## config.mk

```make
export PLATFORM = sky130hd
export DESIGN_NAME = mem_port_arbiter
export DESIGN_NICKNAME = d
export VERILOG_FILES = /design/src/rtl/mem_port_arbiter.sv
export SDC_FILE = /design/constraint.sdc
export NUM_CORES = 1
export LEC_CHECK = 0
export ABC_AREA = 1
export BUFFER_PORTS_ARGS = -buffer_cell sky130_fd_sc_hd__buf_2
export CAP_MARGIN = 0
export CORE_ASPECT_RATIO = 0.75
export CORE_MARGIN = 4
export CORE_UTILIZATION = 29
export DETAILED_ROUTE_END_ITERATION = 6
export PLACE_DENSITY_LB_ADDON = 0.15
export REMOVE_ABC_BUFFERS = 1
export SYNTH_ARGS = -nofsm -noshare
export SYNTH_HDL_FRONTEND = slang
export SYNTH_SLANG_ARGS = --single-unit
```

## constraint.sdc

```tcl
create_clock -name clk -period 2.3 [get_ports clk]
set_input_delay 0.23 -clock clk [delete_from_list [all_inputs] [get_ports clk]]
set_output_delay 0.23 -clock clk [all_outputs]
set_load 0.01 [all_outputs]
```

## src/rtl/mem_port_arbiter.sv

```systemverilog
// mem_port_arbiter
//   Shares the single-ported unified I/D memory of the multicycle CPU between
//   the CPU datapath (fetch/LW/SW) and an external port (debug loader / DMA).
//   Each grant runs IDLE -> ACCESS (MEM_LAT cycles) -> RESP (one-cycle ack)
//   -> IDLE, so back-to-back accesses take MEM_LAT+2 cycles.
//
// Ports
//   clk, reset                 clock, synchronous active-high reset
//   cpu_req/we/addr/wdata      CPU request (req held until cpu_ack)
//   cpu_ack, cpu_rdata         CPU completion pulse, last CPU read data
//   ext_req/we/addr/wdata      external request (req held until ext_ack)
//   ext_ack, ext_rdata         external completion pulse, last ext read data
//   mem_en/we/addr/wdata       memory macro controls (addr/wdata 0 when idle)
//   mem_rdata                  memory read data, valid in last ACCESS cycle
//   busy                       transaction in progress (ACCESS or RESP)
//   owner                      current or last grant (0 = CPU, 1 = ext)
//
// Build option
//   MEM_ARB_ROUND_ROBIN_EN     when defined, contention alternates between
//                              ports instead of always favouring the CPU.
module mem_port_arbiter #(
  parameter int AW      = 32,
  parameter int DW      = 32,
  parameter int MEM_LAT = 2
) (
  input  logic          clk,
  input  logic          reset,
  input  logic          cpu_req,
  input  logic          cpu_we,
  input  logic [AW-1:0] cpu_addr,
  input  logic [DW-1:0] cpu_wdata,
  output logic          cpu_ack,
  output logic [DW-1:0] cpu_rdata,
  input  logic          ext_req,
  input  logic          ext_we,
  input  logic [AW-1:0] ext_addr,
  input  logic [DW-1:0] ext_wdata,
  output logic          ext_ack,
  output logic [DW-1:0] ext_rdata,
  output logic          mem_en,
  output logic          mem_we,
  output logic [AW-1:0] mem_addr,
  output logic [DW-1:0] mem_wdata,
  input  logic [DW-1:0] mem_rdata,
  output logic          busy,
  output logic          owner
);

  localparam logic [1:0] S_IDLE   = 2'd0;
  localparam logic [1:0] S_ACCESS = 2'd1;
  localparam logic [1:0] S_RESP   = 2'd2;

  localparam int            CW       = (MEM_LAT > 1) ? $clog2(MEM_LAT) : 1;
  localparam logic [CW-1:0] CNT_INIT = CW'(MEM_LAT - 1);

  logic [1:0]    state;
  logic [CW-1:0] cnt;
  logic          we_q;
  logic [AW-1:0] addr_q;
  logic [DW-1:0] wdata_q;
  logic          owner_q;
  logic          grant_ext;
  logic          contend;

  assign contend = cpu_req & ext_req;

`ifdef MEM_ARB_ROUND_ROBIN_EN
  // last_grant records the winner of the most recent contention only, so a
  // loser that is serviced alone afterwards does not lose its turn again.
  logic last_grant;
  assign grant_ext = ext_req & (~cpu_req | ~last_grant);
`else
  assign grant_ext = ext_req & ~cpu_req;
`endif

  always_ff @(posedge clk) begin
    if (reset) begin
      state     <= S_IDLE;
      cnt       <= '0;
      we_q      <= 1'b0;
      addr_q    <= '0;
      wdata_q   <= '0;
      owner_q   <= 1'b0;
      cpu_rdata <= '0;
      ext_rdata <= '0;
`ifdef MEM_ARB_ROUND_ROBIN_EN
      last_grant <= 1'b1;
`endif
    end else begin
      case (state)
        S_IDLE: begin
          if (cpu_req | ext_req) begin
            owner_q <= grant_ext;
            we_q    <= grant_ext ? ext_we    : cpu_we;
            addr_q  <= grant_ext ? ext_addr  : cpu_addr;
            wdata_q <= grant_ext ? ext_wdata : cpu_wdata;
            cnt     <= CNT_INIT;
            state   <= S_ACCESS;
`ifdef MEM_ARB_ROUND_ROBIN_EN
            if (contend) last_grant <= grant_ext;
`endif
          end
        end
        S_ACCESS: begin
          if (cnt == '0) begin
            if (!we_q) begin
              if (owner_q) ext_rdata <= mem_rdata;
              else         cpu_rdata <= mem_rdata;
            end
            state <= S_RESP;
          end else begin
            cnt <= cnt - CW'(1);
          end
        end
        // RESP always returns to IDLE; that idle cycle lets a requester drop
        // req after its ack without being granted again.
        S_RESP:  state <= S_IDLE;
        default: state <= S_IDLE;
      endcase
    end
  end

  // contend is only consumed by the round-robin build.
  logic unused_contend;
  assign unused_contend = contend;

  always_comb begin
    busy      = (state != S_IDLE);
    mem_en    = (state == S_ACCESS);
    // write strobe only in the first ACCESS cycle (cnt still at its load value)
    mem_we    = mem_en & we_q & (cnt == CNT_INIT);
    mem_addr  = mem_en ? addr_q  : '0;
    mem_wdata = mem_en ? wdata_q : '0;
    cpu_ack   = (state == S_RESP) & ~owner_q;
    ext_ack   = (state == S_RESP) &  owner_q;
    owner     = owner_q;
  end

endmodule
```

==> impl_results.md <==
- Vias per cell: 4.162
- Die width: 186.1 um
- M2 GR Usage: 27.28%
- Worst-margin pin slew: 0.9019 ns
- Total global routing overflow: 0
- Clk pin slew, worst setup/hold paths: 0.06 ns
- Data arrival time of the worst path: 1.88 ns
- DR vias: 7,271
- Fillers: 2,572
- Met3 Track Usage GR: 3.947%
- Die H: 141.6 um
- Clk_lat worst skew: 0.41 ns
- GR Util met1: 22.07%
- Die area: 26,340 sq um
- R2R Path Start: state[0]$_SDFFE_PP0P_
- CP Data Required Time: 2.07 ns
- CP Launch Type: flop
- Commonest cells post-synth: nor2_1 (391), nand2_1 (331), inv_1 (165)
- Most area-hungry cell type in the Yosys netlist: dfxtp_1
- Netlist cell types: 16
- Clk buf depth: 2
- Top area cells in the synthesized netlist: dfxtp_1 (39%), nor2_1 (21%), nand2_1 (18%)
- Maximum clock frequency: 0.4737 GHz
- Number of synthesized flops with an enable pin: 0
- Rel. slew slack: 39.65%
- Per-cell routed wire length: 12.72 um
- Router iterations before antenna repair: 6
- Global-route usage over all layers: 16.57%
- Final Hold Fails: 0
- Fin util: 39.57%
- Register bit count reported by yosys: 133
- Post-DRT Antenna Nets: 0
- Reg2reg setup slack: 0.63 ns
- Synth top area share: 38.60%
- Setup TNS Final: 0 ns
- Max VDD drop: 0.4178 mV
- Cells after Synth: 1,176
- Port Buf Inserts: 299
- Top_reg_cell synth: dfxtp_1
- Setup Viol. Count Final: 0
- Status: finished clean
- Syn. warnings: 0
- First-pass GRT wire length: 35,420 um
- Post CTS Setup Buffer Count: 0
- Final nets: 1,599
- # rows: 48
- Initial DRC Count: 379
- Avg Cell Area, Syn: 5.866 sq um
- Cell area after layout: 9174 sq um
- RePlAce Congestion: 0.7661
- PwrDens: 745.7 nW/um^2
- Hold Path Stages: 2
- Ports: 300
- CP Class: reg2out
- Cts repair resizes: 0
- Worst Setup End Kind: output port
- Async set-or-reset flop fraction in the synthesized netlist: 0%
- Post-route total power: 6.841 mW
- WHS Endpoint: cnt$_SDFFE_PP0P_
- Most Crowded Layer GR: met2
- Placed Area: 8589 sq um
- Core area: 23,180 sq um
- Vias in the first global route: 6,838
- CTS tree: yes
- Initial antenna violation count: 2
- Fin crit share: 91.78%
- Pin count of the biggest net entering global routing: 73
- Min Tclk post-route: 2.111 ns
- DP HPWL: 15,640 um
- Critical R2R Capture: addr_q[31]$_SDFFE_PP0P_
- Placed cells: 1,714
- MaxCap Viol Count: 0
- Final non-filler cell total: 1,747
- Total CTS buffers: 17
- Initial core utilization: 29.75%
- Crit Path Max Fanout: 45
- Count of hold-fix buffers inserted at cts: 0
- Worst min-delay path startpoint: reset
- RSZ-0062 raised after global routing: false
- Leakage: 5.320 nW
- Share of cells above drive strength 1: 24.69%
- H-tree Lvls: 4
- Hold Crit Class: in2reg
- Final WL: 22,230 um
- Residual DRC: 0
- Worst clock skew: 0.01065 ns
- Cell with the most instances after synthesis: nor2_1
- CTS sink count: 133
- Max-slew violations: 0
- Area grow syn2layout: 32.99%
- Post-synthesis cell area: 6898 sq um
- Sequential share of the synthesized area: 38.60%
- Cells on worst reg2reg path: 7
- CTS root buf: clkbuf_16
[worst max-delay path: stages (launching register included)]
cell and delay, ns:
dfxtp_1 0.45, nand2_2 0.35, buf_12 0.30, nor2_1 0.17, buf_2 0.16
[power by group]
part / switching [mW] / leakage (nW) / total, mW / internal, mW
Sequential: 0.0805 / 1.09 / 2.61 / 2.53
Clock: 1.10 / 0.275 / 2.71 / 1.61
Combinational: 0.970 / 3.95 / 1.52 / 0.554
Total: 2.15 / 5.32 / 6.84 / 4.69
[worst max path at each step]
stage	start	endpoint	slack (ns)	cells after the start
3_5_place_dp	ext_req	wdata_q[13]$_SDFFE_PP0P_	0.58	6
6_report	state[0]$_SDFFE_PP0P_	mem_wdata[21]	0.19	4
3_3_place_gp	state[0]$_SDFFE_PP0P_	mem_wdata[16]	0.57	4
4_1_cts	state[0]$_SDFFE_PP0P_	mem_wdata[16]	0.14	4
5_1_grt	state[0]$_SDFFE_PP0P_	mem_wdata[21]	0.03	4
2_1_floorplan	cnt$_SDFFE_PP0P_	ext_rdata[0]$_SDFFE_PP0P_	-1.20	5
[metal layers]
metal	part of all wire, %	wire, um	vias up
li1	-	-	3957
met1	47	10410	3129
met2	46	10310	168
met3	5.7	1268	15
met4	1.0	225	2
met5	0.031	7	-
[stage by stage]
step / hold slack [ns] / setup slack [ns]
detailed placement: 0.4675 / 0.5788
floorplan: 0.2991 / -1.201
global placement: 0.4587 / 0.5721
CTS: 0.05662 / 0.1387
global route: 0.05525 / 0.02898
finish: 0.07543 / 0.1892
[cell usage in the layout (no fill, tap or decap), types with 2 or more instances in the layout]
cell and count:
nand3_1 2, nor3_1 3, clkbuf_1 2, a21oi_1 3
nand2_1 329, nor2_2 3, dfxtp_1 133, clkinv_4 4
inv_2 3, inv_6 3, buf_4 8, nor2_1 389
nand4_1 64, inv_1 164, buf_12 7, buf_2 299
nor2_4 3, bufinv_16 2, clkinvlp_4 3, clkbuf_16 17
[state kept, by name, indices dropped and copies added, names as in the netlist]
name,flops
addr_q,32
cnt,1
cpu_rdata,32
ext_rdata,32
owner,1
state,2
wdata_q,32
we_q,1
[cell type report]
class | instances | area (sq um) | area share [%]
diodes | 1 | 2.502 | 0.02728
clock buffers | 19 | 432.9 | 4.719
clock inverters | 13 | 148.9 | 1.623
inverters | 168 | 633.1 | 6.901
multi-input cells | 799 | 3222 | 35.12
flip-flops and latches | 133 | 2663 | 29.02
well taps | 300 | 375.4 | 4.092
repair buffers | 314 | 1697 | 18.49
[logic make-up after synthesis]
kind of cell | synth area share, %
AND/OR/NAND/NOR | 45.82
AO/OA/AOI/OAI | 0.3446
flip-flops | 38.60
buffers and inverters | 15.24
No activity file was read; power rests on OpenSTA's default activity.
